**config.mk**
```make
export PLATFORM = sky130hd
export DESIGN_NAME = alu_seq_ctrl
export DESIGN_NICKNAME = d
export VERILOG_FILES = /design/src/rtl/cpu_ctrl_pkg.sv /design/src/rtl/alu_seq_timer.sv /design/src/rtl/alu_seq_ctrl.sv
export SDC_FILE = /design/constraint.sdc
export NUM_CORES = 1
export LEC_CHECK = 0
export ABC_AREA = 1
export CAP_MARGIN = 5
export CORE_ASPECT_RATIO = 2
export CORE_UTILIZATION = 51
export CTS_BUF_LIST = sky130_fd_sc_hd__clkbuf_4 sky130_fd_sc_hd__clkbuf_8
export CTS_CLUSTER_DIAMETER = 200
export CTS_CLUSTER_SIZE = 24
export DETAILED_ROUTE_END_ITERATION = 8
export PLACE_DENSITY = 0.94
export RECOVER_POWER = 25
export SLEW_MARGIN = 20
export SYNTH_ARGS = -nofsm -noshare
export SYNTH_HDL_FRONTEND = slang
export SYNTH_HIERARCHICAL = 1
export SYNTH_SLANG_ARGS = --single-unit
export TNS_END_PERCENT = 10
```
**constraint.sdc**
```tcl
create_clock -name clock -period 2.18 [get_ports clock]
set_input_delay 0.218 -clock clock [delete_from_list [all_inputs] [get_ports clock]]
set_output_delay 0.218 -clock clock [all_outputs]
set_load 0.005 [all_outputs]
```
**src/rtl/cpu_ctrl_pkg.sv**
```systemverilog
// ----------------------------------------------------------------------------
// cpu_ctrl_pkg
// Shared definitions for the datapath sequencing controller:
//   - ALU opcode constants (5-bit)
//   - controller state enumeration (ctrl_state_t)
//   - bus-strobe bundle (bus_strobe_t) driven by the controller each cycle
//   - opcode classification helpers (legality, multi-cycle ops)
// Build option: define ALU_SEQ_MULDIV_EN to make mul/div legal opcodes.
// Handshake: a request transfers on a rising edge where req_valid and
// req_ready are both 1; req_ready is high only while the controller is idle,
// and requests presented while busy are dropped, never queued.
// ----------------------------------------------------------------------------
package cpu_ctrl_pkg;

    localparam int OP_W  = 5;
    localparam int REG_W = 4;
    localparam int CNT_W = 4;

    localparam logic [OP_W-1:0] OP_NONE = 5'b00000;
    localparam logic [OP_W-1:0] OP_ADD  = 5'b00011;
    localparam logic [OP_W-1:0] OP_SUB  = 5'b00100;
    localparam logic [OP_W-1:0] OP_SHR  = 5'b00101;
    localparam logic [OP_W-1:0] OP_SHRA = 5'b00110;
    localparam logic [OP_W-1:0] OP_SHL  = 5'b00111;
    localparam logic [OP_W-1:0] OP_ROR  = 5'b01000;
    localparam logic [OP_W-1:0] OP_ROL  = 5'b01001;
    localparam logic [OP_W-1:0] OP_AND  = 5'b01010;
    localparam logic [OP_W-1:0] OP_OR   = 5'b01011;
    localparam logic [OP_W-1:0] OP_MUL  = 5'b01111;
    localparam logic [OP_W-1:0] OP_DIV  = 5'b10000;
    localparam logic [OP_W-1:0] OP_NEG  = 5'b10001;
    localparam logic [OP_W-1:0] OP_NOT  = 5'b10010;

    typedef enum logic [2:0] {
        IDLE   = 3'd0,
        T_RA   = 3'd1,
        T_EXEC = 3'd2,
        T_WB   = 3'd3,
        T_LO   = 3'd4,
        T_HI   = 3'd5,
        T_ERR  = 3'd6
    } ctrl_state_t;

    typedef struct packed {
        logic rf_out_en;
        logic y_in;
        logic z_in;
        logic zlo_out;
        logic zhi_out;
        logic rf_wr_en;
        logic lo_in;
        logic hi_in;
    } bus_strobe_t;

    function automatic logic is_muldiv(input logic [OP_W-1:0] op);
        return (op == OP_MUL) || (op == OP_DIV);
    endfunction

    // Unary ops take no B operand, so the register file stays off the bus.
    function automatic logic is_unary(input logic [OP_W-1:0] op);
        return (op == OP_NEG) || (op == OP_NOT);
    endfunction

    function automatic logic op_is_legal(input logic [OP_W-1:0] op);
        logic legal;
        legal = 1'b0;
        case (op)
            OP_ADD, OP_SUB, OP_SHR, OP_SHRA, OP_SHL, OP_ROR, OP_ROL,
            OP_AND, OP_OR, OP_NEG, OP_NOT: legal = 1'b1;
`ifdef ALU_SEQ_MULDIV_EN
            OP_MUL, OP_DIV:                legal = 1'b1;
`endif
            default:                       legal = 1'b0;
        endcase
        return legal;
    endfunction

endpackage

```
**src/rtl/alu_seq_timer.sv**
```systemverilog
// ----------------------------------------------------------------------------
// alu_seq_timer
// Loadable 4-bit down-counter that times how long the opcode is held on the
// ALU. Priority: clear > load > decrement. Decrement stops at zero.
// Ports:
//   clock, reset_n   clock / asynchronous active-low reset
//   i_clear          force count to 0
//   i_load           load i_load_val
//   i_load_val[3:0]  cycles to count
//   i_dec            decrement by one
//   o_tc             terminal count: current cycle is the last one (count==1)
// ----------------------------------------------------------------------------
module alu_seq_timer
    import cpu_ctrl_pkg::*;
(
    input  logic             clock,
    input  logic             reset_n,
    input  logic             i_clear,
    input  logic             i_load,
    input  logic [CNT_W-1:0] i_load_val,
    input  logic             i_dec,
    output logic             o_tc
);

    logic [CNT_W-1:0] r_count;

    always_ff @(posedge clock or negedge reset_n) begin
        if (!reset_n) begin
            r_count <= '0;
        end else if (i_clear) begin
            r_count <= '0;
        end else if (i_load) begin
            r_count <= i_load_val;
        end else if (i_dec && (r_count != '0)) begin
            r_count <= r_count - 4'd1;
        end
    end

    assign o_tc = (r_count == 4'd1);

endmodule

```
**src/rtl/alu_seq_ctrl.sv**
```systemverilog
// ----------------------------------------------------------------------------
// alu_seq_ctrl
// Sequences one ALU operation over a shared bus:
//   T_RA   read ra onto the bus, load Y
//   T_EXEC hold opcode on the ALU (1 cycle, or MUL_CYCLES / DIV_CYCLES),
//          read rb onto the bus, load Z on the last cycle
//   T_WB   Z[31:0] -> register rd, done       (single-result ops)
//   T_LO   Z[31:0] -> LO                      (mul/div)
//   T_HI   Z[63:32] -> HI, done               (mul/div)
//   T_ERR  illegal pulse for rejected opcodes
// Handshake: a request transfers on a rising edge where req_valid and
// req_ready are both 1; req_ready is high only in IDLE and requests while
// busy are dropped. All outputs decode from the registered state only.
// Build option: ALU_SEQ_MULDIV_EN enables mul/div and the T_LO/T_HI path.
// Ports:
//   clock, reset_n                  clock / async active-low reset
//   req_valid/req_ready             request handshake
//   req_op, req_ra, req_rb, req_rd  opcode and register indices
//   rf_rd_addr, rf_out_en           register-file read onto the bus
//   y_in, z_in                      load Y / load Z
//   alu_ops                         opcode to the ALU (0 outside T_EXEC)
//   zlo_out, zhi_out                drive Z halves onto the bus
//   rf_wr_en, rf_wr_addr            register-file write from the bus
//   lo_in, hi_in                    load LO / HI
//   done, illegal                   completion / rejection pulses
//   dbg_state                       current controller state
// ----------------------------------------------------------------------------
module alu_seq_ctrl
    import cpu_ctrl_pkg::*;
#(
    parameter int MUL_CYCLES = 2,
    parameter int DIV_CYCLES = 4
)
(
    input  logic             clock,
    input  logic             reset_n,
    input  logic             req_valid,
    output logic             req_ready,
    input  logic [OP_W-1:0]  req_op,
    input  logic [REG_W-1:0] req_ra,
    input  logic [REG_W-1:0] req_rb,
    input  logic [REG_W-1:0] req_rd,
    output logic [REG_W-1:0] rf_rd_addr,
    output logic             rf_out_en,
    output logic             y_in,
    output logic [OP_W-1:0]  alu_ops,
    output logic             z_in,
    output logic             zlo_out,
    output logic             zhi_out,
    output logic             rf_wr_en,
    output logic [REG_W-1:0] rf_wr_addr,
    output logic             lo_in,
    output logic             hi_in,
    output logic             done,
    output logic             illegal,
    output ctrl_state_t      dbg_state
);

    ctrl_state_t      r_state;
    ctrl_state_t      w_next_state;
    logic [OP_W-1:0]  r_op;
    logic [REG_W-1:0] r_ra;
    logic [REG_W-1:0] r_rb;
    logic [REG_W-1:0] r_rd;
    logic             w_accept;
    logic             w_tc;
    bus_strobe_t      w_strobe;

    // Mul/div lengths are only ever loaded when those opcodes reach T_RA,
    // which cannot happen unless the build makes them legal.
    function automatic logic [CNT_W-1:0] exec_len(input logic [OP_W-1:0] op);
        logic [CNT_W-1:0] len;
        if (op == OP_MUL) begin
            len = CNT_W'(MUL_CYCLES);
        end else if (op == OP_DIV) begin
            len = CNT_W'(DIV_CYCLES);
        end else begin
            len = 4'd1;
        end
        return len;
    endfunction

    assign w_accept = req_valid && (r_state == IDLE);

    always_ff @(posedge clock or negedge reset_n) begin
        if (!reset_n) begin
            r_state <= IDLE;
            r_op    <= '0;
            r_ra    <= '0;
            r_rb    <= '0;
            r_rd    <= '0;
        end else begin
            r_state <= w_next_state;
            if (w_accept) begin
                r_op <= req_op;
                r_ra <= req_ra;
                r_rb <= req_rb;
                r_rd <= req_rd;
            end
        end
    end

    // Loaded during T_RA so the count is valid on the first T_EXEC cycle.
    alu_seq_timer u_timer (
        .clock      (clock),
        .reset_n    (reset_n),
        .i_clear    (r_state == IDLE),
        .i_load     (r_state == T_RA),
        .i_load_val (exec_len(r_op)),
        .i_dec      (r_state == T_EXEC),
        .o_tc       (w_tc)
    );

    always_comb begin
        w_next_state = r_state;
        w_strobe     = '0;
        req_ready    = 1'b0;
        rf_rd_addr   = '0;
        alu_ops      = OP_NONE;
        rf_wr_addr   = '0;
        done         = 1'b0;
        illegal      = 1'b0;

        case (r_state)
            IDLE: begin
                req_ready = 1'b1;
                if (req_valid) begin
                    w_next_state = op_is_legal(req_op) ? T_RA : T_ERR;
                end
            end
            T_RA: begin
                rf_rd_addr         = r_ra;
                w_strobe.rf_out_en = 1'b1;
                w_strobe.y_in      = 1'b1;
                w_next_state       = T_EXEC;
            end
            T_EXEC: begin
                alu_ops            = r_op;
                rf_rd_addr         = r_rb;
                w_strobe.rf_out_en = !is_unary(r_op);
                if (w_tc) begin
                    w_strobe.z_in = 1'b1;
`ifdef ALU_SEQ_MULDIV_EN
                    w_next_state  = is_muldiv(r_op) ? T_LO : T_WB;
`else
                    w_next_state  = T_WB;
`endif
                end
            end
            T_WB: begin
                w_strobe.zlo_out  = 1'b1;
                w_strobe.rf_wr_en = 1'b1;
                rf_wr_addr        = r_rd;
                done              = 1'b1;
                w_next_state      = IDLE;
            end
`ifdef ALU_SEQ_MULDIV_EN
            T_LO: begin
                w_strobe.zlo_out = 1'b1;
                w_strobe.lo_in   = 1'b1;
                w_next_state     = T_HI;
            end
            T_HI: begin
                w_strobe.zhi_out = 1'b1;
                w_strobe.hi_in   = 1'b1;
                done             = 1'b1;
                w_next_state     = IDLE;
            end
`endif
            T_ERR: begin
                illegal      = 1'b1;
                w_next_state = IDLE;
            end
            default: begin
                w_next_state = IDLE;
            end
        endcase
    end

    assign rf_out_en = w_strobe.rf_out_en;
    assign y_in      = w_strobe.y_in;
    assign z_in      = w_strobe.z_in;
    assign zlo_out   = w_strobe.zlo_out;
    assign zhi_out   = w_strobe.zhi_out;
    assign rf_wr_en  = w_strobe.rf_wr_en;
    assign lo_in     = w_strobe.lo_in;
    assign hi_in     = w_strobe.hi_in;
    assign dbg_state = r_state;

endmodule

```
After elaboration in Yosys (flattened, before gate mapping). Memories as Yosys holds them, arrays and structs flattened. Cells that the tools add are included.

Flip-flop bits (word level): 24. Bits in read-only memories: 32. Output and inout bits: 27. Memories: 1.

Memory list: (no name shown) (depth 32, width 1, read ports 1, clocked after memory_dff 0, wr ports 0, RTL line cpu_ctrl_pkg.sv:67) `case (op)`.

$add $sub $neg: 1. Eq/ne operators: 11. Muxes and demuxes: 21. Reductions and logical operators: 8.

Operators with widths (count): 4-bit two-way mux (4); 5-bit equality test, second input constant (3); 3-bit two-way mux (5); 3-bit case mux with 3 select lines (1); 1-bit two-way mux (8); 4-bit case mux with 2 select lines (1); 3-bit by 2-bit equality test with 1-bit output, second input constant (2); 5-bit by 4-bit equality test with 1-bit output, second input constant (1); 5-bit two-way mux (1); 4-bit by 1-bit equality test with 1-bit output, second input constant (1); 2-bit inequality test, second input constant (2); 4-bit nonzero test (1); 4-bit by 1-bit subtractor with 4-bit output, second input constant (1); 3-bit by 1-bit equality test with 1-bit output, second input constant (1); 3-bit equality test, second input constant (1); 3-bit logical NOT (1); 3-bit nonzero test (1); 1-bit logical AND (2); 1-bit case mux with 2 select lines (1); 2-bit AND reduction (1); 1-bit logical NOT (1); 1-bit logical OR (1).

Logic depth before layout (Yosys ltp). Gate-level depths: netlist (run 1). An unclocked memory read counts as a cell.

Depth in word-level cells: 6. Mapped depth: 8. Gate-level depth less buffers: 8.

By module. The synthesis (run 1) kept the hierarchy.

By module, submodules not included: alu_seq_ctrl (times used 1, cells an instance 134, area each 1099.8 µm²); alu_seq_timer (times used 1, cells an instance 44, area each 317.8 µm²).

Worst setup path after synthesis (run 1). Ideal clock, no wire load.

Path kind: register to register. From: reg r_state[2] (netlist: dbg_state[2]). To: reg u_timer.r_count[3]. Setup time: 65 ps. Data arrival time: 1306 ps. Data required time: 2115 ps. Path slack: 809 ps. Stages on the path, launching flop included: 8. Buffers on the path: 0. Period minus slack after synthesis: 1371 ps. Path through: dfrtp_1 > inv_1 > nand3_1 > inv_1 > inv_1 > a21oi_4 > nand2_1 > nand2_1.

Longest elaborated chain between the ends: 3.

RTL lines: from (decl) (RTL line alu_seq_ctrl.sv:59) `ctrl_state_t r_state;`; from (signal assigned) (RTL line alu_seq_ctrl.sv:93) `r_state <= w_next_state;`; 3-bit by 1-bit equality test with 1-bit output / 3-bit by 2-bit equality test with 1-bit output (equally long branches) (RTL line alu_seq_ctrl.sv:108, alu_seq_ctrl.sv:110); 4-bit two-way mux / 1-bit logical AND (equally long branches) (RTL line alu_seq_timer.sv:32, alu_seq_timer.sv:34); 4-bit two-way mux / 3-bit nonzero test (equally long branches); to (signal assigned) (RTL line alu_seq_timer.sv:33) `r_count <= i_load_val;`; to (signal assigned) (RTL line alu_seq_timer.sv:35) `r_count <= r_count - 4'd1;`; to (decl) (RTL line alu_seq_timer.sv:25) `logic [CNT_W-1:0] r_count;`.

Several ways; a longest one is shown, not always the timed one. A chain may end at the register's enable or synchronous reset.

Final worst setup path (run 1).
From: reg r_state[0] (netlist: dbg_state[0]). To: out rf_out_en.

Longest elaborated chain between the ends: 2.

RTL lines: 3-bit by 2-bit equality test with 1-bit output / 3-bit by 1-bit equality test with 1-bit output (equally long branches) (RTL line alu_seq_ctrl.sv:124) `case (r_state)`; 1-bit case mux with 2 select lines (*) (RTL line alu_seq_ctrl.sv:124); to (decl) (RTL line alu_seq_ctrl.sv:44) `output logic rf_out_en,`.

Mark *: on every way between the ends. The rest lies on a longest branch, timed or not.

==> results of run 1 <==
-- placed cells by master (no fill, tap or decap), types with 2 or more instances in the layout --
| master | n |
|---|---|
| a21oi_2 | 7 |
| nand2_1 | 47 |
| nor2_1 | 22 |
| nand3_1 | 12 |
| buf_4 | 3 |
| ha_1 | 4 |
| nand2_2 | 2 |
| o21ai_0 | 5 |
| clkdlybuf4s50_1 | 42 |
| clkbuf_8 | 3 |
| o21ai_2 | 2 |
| a21oi_1 | 2 |
| conb_1 | 4 |
| dfrtp_1 | 23 |
| inv_1 | 20 |
| a22o_1 | 4 |
| inv_2 | 4 |
-- logic make-up (layout without fill, tap and decap cells) --
kind of cell               after synthesis  after routing  synth area share, %
and+or+nand+nor                         93             93                 29.3
buffers and inverters                   33             75                 11.5
DFF                                     24             24                 42.4
AOI/OAI and AO/OA                       22             22                 12.4
adders and majority gates                4              4                 3.53
other                                    1              4                0.265
xor gates and xnor gates                 1              1                0.618
-- stage by stage --
stage	total power (W)	setup TNS, ps	std cells	setup WS [ps]
floorplan	0.00161	0	181	809
global placement	0.00209	0	247	325
detailed placement	0.00215	0	247	251
CTS	0.00257	-7.40	251	-7.40
global route	0.00279	0	251	5.73
finish	0.00259	0	251	69.4
-- per-layer routing --
metal	track usage [%]	vias to the layer above	wire length [µm]
met5	0	-	0
met4	11.0	0	65
met3	0.875	6	129
met2	47.0	53	2020
met1	31.2	616	1260
li1	-	638	-
-- registers in the layout, indices dropped and copies added, names as in the netlist --
| signal | cells |
|---|---|
| r_ra | 4 |
| dbg_state | 3 |
| r_rb | 4 |
| u_timer/r_count | 4 |
| r_rd | 4 |
| r_op | 5 |
-- power by group through the flow --
stage               Clock [W]  Combinational (W)  Sequential [W]
global placement            0            0.00132        0.000769
CTS                  0.000395            0.00139        0.000782
floorplan                   0           0.000855        0.000751
global route         0.000415            0.00156        0.000811
detailed placement          0            0.00136        0.000788
finish               0.000393            0.00140        0.000794
-- cell type report --
class | count | area [µm²]
Multi-Input combinational cell | 124 | 683
Timing Repair Buffer | 47 | 457
Fill cell | 182 | 664
Sequential cell | 24 | 602
Tap cell | 28 | 35.0
Clock buffer | 3 | 41.3
Clock inverter | 1 | 30.0
Inverter | 24 | 90.1
-- critical path, delay by kind of cell (launching register included) --
kind / cells / cell delay [ps]
and+or+nand+nor: 2 / 240
DFF: 1 / 480
AOI/OAI and AO/OA: 1 / 100
buffers and inverters: 3 / 800
-- how the worst min path moves through the flow --
stage                     startpoint      endpoint  cells after the start
final                        r_rb[2]       r_rb[2]                      2
after CTS                    reset_n       r_ra[2]                      2
after floorplan              reset_n  dbg_state[0]                      0
after global routing         r_op[2]       r_op[2]                      2
after global placement       r_ra[2]       r_ra[2]                      2
after detailed placement     r_rb[3]       r_rb[3]                      2
-- what timing repair did --
action,CTS,global route
endpoints found under the hold margin,0,0
resized for setup,2,6
setup endpoints to repair,4,11
==> impl_summary.txt, run 1 <==
----------------------------------------------------
[Critical path]
  Crit path top cell by count ... inv_2
  RR Startpoint ... dbg_state[2]
  Kind of critical path ... reg -> out
  Element type at the critical path start ... flop
  CP max FO ... 10
  Worst endpoint required time ... just under 2000 ps
  Crit path cell chain ... inv_2 > nand3_4 > inv_2 > o21ai_0 > nand2_1 > clkdlybuf4s50_1
  Endpoint arrival time on the critical path ... roughly 1900 ps
  Capture instance of the worst register-to-register path ... u_timer/r_count[1]
  Worst setup path end ... rf_out_en
  Worst Reg2Reg Path Length in Cells ... 9
  Standard cell with the maximum stage delay on the critical path ... clkdlybuf4s50_1
  Nature of the critical path endpoint ... output port
  Reg2Reg Setup Slack ... roughly 560 ps
  CP peak stage delay ... 510 ps
  Startpoint of the worst setup timing path ... dbg_state[0]

[Power and ir drop]
  Register share of total power ... between 30% and 40%
  Total power per unit cell area ... between 1000 and 1500 mW/mm²
  Internal power summed over all cells ... 0.00155 W
  Part of the power in combinational logic ... between 50% and 60%
  Largest vdd supply drop ... slightly above 0.0007 V
  Switch Pwr ... 0.00104 W
  Part of the power in the clock network ... around 15%
  Switching share of power ... approximately two fifths
  Static leakage power ... 0.950 nW

[CTS]
  Clock Pin Slew Worst Setup and Hold Paths ... roughly 90 ps
  Number of buffers created by CTS ... 3
  Clock latency on the worst-skew pair ... 270 ps
  Buffers inserted by post-CTS timing repair ... 0
  CTS H-tree depth ... 1
  Quantity of hold-fixing buffers added after cts ... 0
  Clk Tree Root Cell ... clkbuf_8
  Maximum clock path buffer count ... 2
  TritonCTS clock tree ... yes
  Number of clock sinks ... 24

[Placed design]
  Count of input and output buffers ... 43
  Gp weighted congestion ... slightly below 0.8
  Post-Place Cell Area ... approximately 0.0019 mm²
  Total half-perimeter wirelength after legalization and detailed placement ... around 2600 µm

[Floorplanning]
  Starting utilization of the core area ... 54.5%
  Die ar. ... ~0.003 mm²
  Area of the core region ... about 0.0026 mm²
  Overall die width ... 39.3 µm
  Chip height ... 76.6 µm
  I/O pin count ... 47
  Placement row count ... 26

[Timing]
  Share of the clock period used by the worst path ... a little under 100%
  Clock period minus worst slack ... roughly 2100 ps
  Upper clock frequency limit ... around 470 MHz
  Final-report max-slew violation count ... 0
  Worst hold slack across all endpoints ... between 400 and 500 ps
  Final-report setup violation count ... 0
  Setup repair after global routing missed its margin ... no
  Max Clock Skew ... between 4 and 5 ps
  Actual slew at the worst max-slew pin ... between 1000 and 1500 ps
  Worst relative slew slack ... approximately an eighth
  Final hold violation count ... 0

[Global route]
  All-layer global routing usage ... approximately a quarter
  Congestion Overflow GR ... 0
  Number of antenna violations at the first check in global routing ... 0
  Wire length of the first global-routing pass ... a little under 6000 µm
  Number of global-route vias before repair ... ~1300
  Maximum number of pins on one net before global-route repair ... 29

[Layout]
  Utilization of the core after routing ... about three quarters
  NumNets Final ... 248
  Inserted Diodes ... 0
  Fraction of layout instances using a drive strength above 1 ... ~14%
  Area delta synth->final ... 36.7%
  Final design instance area without fill ... around 0.0019 mm²

[Yosys]
  Warning count from the yosys run ... 6
  Top cell types by occurrence after synthesis ... 47 x nand2_1, 24 x dfrtp_1, 24 x inv_1, 22 x nor2_1, 12 x nand3_1
  Cell types occupying the most area after synthesis ... dfrtp_1 42%, nand2_1 12%, inv_1 6.4%
  Netlist cell types ... 27
  Fraction of registers with async set or reset after synthesis ... between 90% and 100%
  Synthesized netlist cell count ... ~180
  Mean area per synthesized cell ... ~8 µm²
  Post-synthesis sequential area ratio ... 42.4%
  Total standard cell area after synthesis ... 0.00142 mm²
  Cell with the most instances after synthesis ... nand2_1
  Post-synth EDFFs ... 0
  Post-synth top area cell ... dfrtp_1
  Main flop type after synthesis ... dfrtp_1
  Post-synth top area share ... between 40% and 50%
  Synth Register Bits ... 24

[Detailed routing]
  Wire per inst ... 13.8 µm
  Initial DRC count ... 20
  Routed via count ... roughly 1300
  Post-detailed-route DRC marker count ... 0
  Sum of routed wire length over all layers ... 3470 µm
  Via/cell ratio ... approximately 5.2
  Number of iterations in the first detailed-routing pass ... 5
  Post-DRT Antenna Nets ... 0

[Hold path]
  Worst min-delay path class ... reg -> reg

[Outcome]
  Status ... finished, final reports clean

[Flow run]
  Number of maximum-capacitance violations ... 0

----------------------------------------------------
Note: power is estimated with default switching activity, not from simulation.
==> inputs of run 2 (changes only) <==
--- a/config.mk
+++ b/config.mk
@@ -8,12 +8,12 @@
 export ABC_AREA = 1
 export CAP_MARGIN = 5
 export CORE_ASPECT_RATIO = 2
-export CORE_UTILIZATION = 51
+export CORE_UTILIZATION = 50
 export CTS_BUF_LIST = sky130_fd_sc_hd__clkbuf_4 sky130_fd_sc_hd__clkbuf_8
 export CTS_CLUSTER_DIAMETER = 200
 export CTS_CLUSTER_SIZE = 24
 export DETAILED_ROUTE_END_ITERATION = 8
-export PLACE_DENSITY = 0.94
+export PLACE_DENSITY = 0.92
 export RECOVER_POWER = 25
 export SLEW_MARGIN = 20
 export SYNTH_ARGS = -nofsm -noshare
==> run 2 against run 1 <==
Via count did not move. Hold slack improved by 1.1 ps. Flip-flop and latch count did not move. Non-clock buffer count did not move. Setup slack got worse by 8.8 ps. Global-route usage fell by 1.3 points. Routed wire length fell by 2.4%. Count of clock-buffer cells in the layout did not move. Critical path type unchanged. Total power fell by 0.48%. Largest power group unchanged. Die area rose by 1.9%.
==> impl_summary.txt, run 2 (synthesis results as in run 1) <==
----------------------------------------------------
[Outcome]
  Status ... finished, final reports clean

[CTS]
  TritonCTS clock tree ... yes
  Clk Tree Root Cell ... clkbuf_8
  Clock Pin Slew Worst Setup and Hold Paths ... approximately 90 ps
  CTS H-tree depth ... 1
  Number of clock sinks ... 24
  Clock latency on the worst-skew pair ... 270 ps
  Buffers inserted by post-CTS timing repair ... 0
  Number of buffers created by CTS ... 3
  Quantity of hold-fixing buffers added after cts ... 0
  Maximum clock path buffer count ... 2

[Power and ir drop]
  Total power per unit cell area ... 1340 mW/mm²
  Register share of total power ... roughly 30%
  Static leakage power ... 0.947 nW
  Part of the power in the clock network ... between 15 and 20%
  Total power ... around 0.0026 W
  Switch Pwr ... slightly above 0.001 W
  Switching share of power ... 40.0%
  Largest vdd supply drop ... between 0.0006 and 0.0007 V
  Part of the power in combinational logic ... between 50% and 60%
  Internal power summed over all cells ... roughly 0.0015 W

[Detailed routing]
  Routed via count ... 1313
  Post-detailed-route DRC marker count ... 0
  Via/cell ratio ... between 5 and 6
  Initial DRC count ... 18
  Post-DRT Antenna Nets ... 0
  Wire per inst ... 13.5 µm
  Sum of routed wire length over all layers ... 3390 µm
  Number of iterations in the first detailed-routing pass ... 4

[Layout]
  Most common library cell in the layout ignoring fill and taps ... nand2_1
  Fraction of layout instances using a drive strength above 1 ... 12.6%
  Area delta synth->final ... 36.0%
  Largest register by flop count ... r_op
  Inserted Diodes ... 0
  NumNets Final ... around 250
  Leading cell types in the layout, fill and taps excluded ... 47 x nand2_1, 42 x clkdlybuf4s50_1, 24 x dfrtp_1
  Number of flip-flops under the largest register name ... 5

[Hold path]
  Worst min-delay path class ... reg -> reg

[Floorplanning]
  Starting utilization of the core area ... between 50 and 60%
  I/O pin count ... 47
  Chip height ... ~77 µm
  Area of the core region ... roughly 0.0027 mm²
  Die ar. ... around 0.0031 mm²
  Placement row count ... 27
  Overall die width ... approximately 40 µm

[Critical path]
  Nature of the critical path endpoint ... output port
  Endpoint arrival time on the critical path ... roughly 1900 ps
  Kind of critical path ... reg -> out
  Family with the most delay on the worst path ... buffers and inverters
  CP peak stage delay ... approximately 500 ps
  Element type at the critical path start ... flop
  Standard cell with the maximum stage delay on the critical path ... clkdlybuf4s50_1
  Worst endpoint required time ... about 2000 ps
  Crit path cell chain ... inv_1 > nand3_2 > inv_4 > o21ai_0 > nand2_1 > clkdlybuf4s50_1
  Total buffers and inverters traversed by the critical path ... 3
  CP max FO ... 10

[Placed design]
  Count of input and output buffers ... 43
  Total half-perimeter wirelength after legalization and detailed placement ... 2520 µm
  Gp weighted congestion ... around 0.80

[Global route]
  All-layer global routing usage ... 25.4%
  Congestion Overflow GR ... 0
  Wire length of the first global-routing pass ... ~5500 µm
  Maximum number of pins on one net before global-route repair ... 29
  Number of antenna violations at the first check in global routing ... 0
  Number of global-route vias before repair ... between 1000 and 1500

[Timing]
  Clock period minus worst slack ... 2120 ps
  Worst hold slack across all endpoints ... around 490 ps
  Final hold violation count ... 0
  Actual slew at the worst max-slew pin ... 1280 ps
  Setup repair after global routing missed its margin ... yes
  Setup total negative slack ... 0 ps
  Worst relative slew slack ... about 14%
  Upper clock frequency limit ... 472 MHz
  Final-report setup violation count ... 0
  Max Clock Skew ... roughly 4.5 ps
  Share of the clock period used by the worst path ... 97.2%
  Final-report max-slew violation count ... 0

[Flow run]
  Number of maximum-capacitance violations ... 0

----------------------------------------------------
-- run 2: area by class of cell --
| cell class | instances | area (µm²) |
|---|---|---|
| Inverter | 24 | 92.6 |
| Clock buffer | 3 | 41.3 |
| Fill cell | 209 | 808 |
| Timing Repair Buffer | 47 | 457 |
| Tap cell | 29 | 36.3 |
| Multi-Input combinational cell | 124 | 671 |
| Clock inverter | 1 | 30.0 |
| Sequential cell | 24 | 601 |
-- run 2: layer usage --
layer | routed length, µm | share of wire (%) | vias up | track usage, %
li1 | - | - | 638 | -
met1 | 1260 | 37 | 632 | 27.7
met2 | 1980 | 58 | 34 | 46.1
met3 | 72 | 2.1 | 9 | 1.73
met4 | 76 | 2.2 | 0 | 9.66
met5 | 0 | 0 | - | 0
-- run 2: final timing paths --
path | start | to | slack, ps | cells after the start
max | dbg_state[2] | rf_out_en | 60 | 6
min | r_rb[0] | r_rb[0] | 490 | 2
max reg2reg | dbg_state[2] | u_timer/r_count[1] | 580 | 9
min reg2reg | r_rb[0] | r_rb[0] | 490 | 2
max in group asynchronous | reset_n | u_timer/r_count[1] | 680 | 2
min in group asynchronous | reset_n | r_ra[0] | 730 | 2
-- run 2: metrics by stage --
stage | std cells | worst slack, ps | util [%] | instance area [µm²]
after floorplan | 181 | 809 | - | 1430
after global placement | 248 | 331 | 67.7 | 1850
after detailed placement | 248 | 283 | 67.7 | 1850
after CTS | 252 | 16.1 | 70.3 | 1920
after global routing | 252 | -34.3 | 70.5 | 1930
final | 252 | 60.6 | 70.5 | 1930
-- run 2: tightest hold or removal path, stage by stage (launching register included) --
cell and delay [ps]:
dfrtp_1 360, nand2_1 50, nand2_1 50
-- run 2: repair_timing --
item                                    CTS  global route
resized for setup                         1             3
endpoints found under the setup margin    1            10
hold endpoints to repair                  0             0
-- run 2: power by group through the flow --
stage          sequential (W)  combinational, W  clock (W)
2_1_floorplan        0.000751          0.000855          0
3_3_place_gp         0.000771           0.00133          0
3_5_place_dp         0.000784           0.00137          0
4_1_cts              0.000776           0.00139   0.000398
5_1_grt              0.000804           0.00154   0.000421
6_report             0.000781           0.00140   0.000396
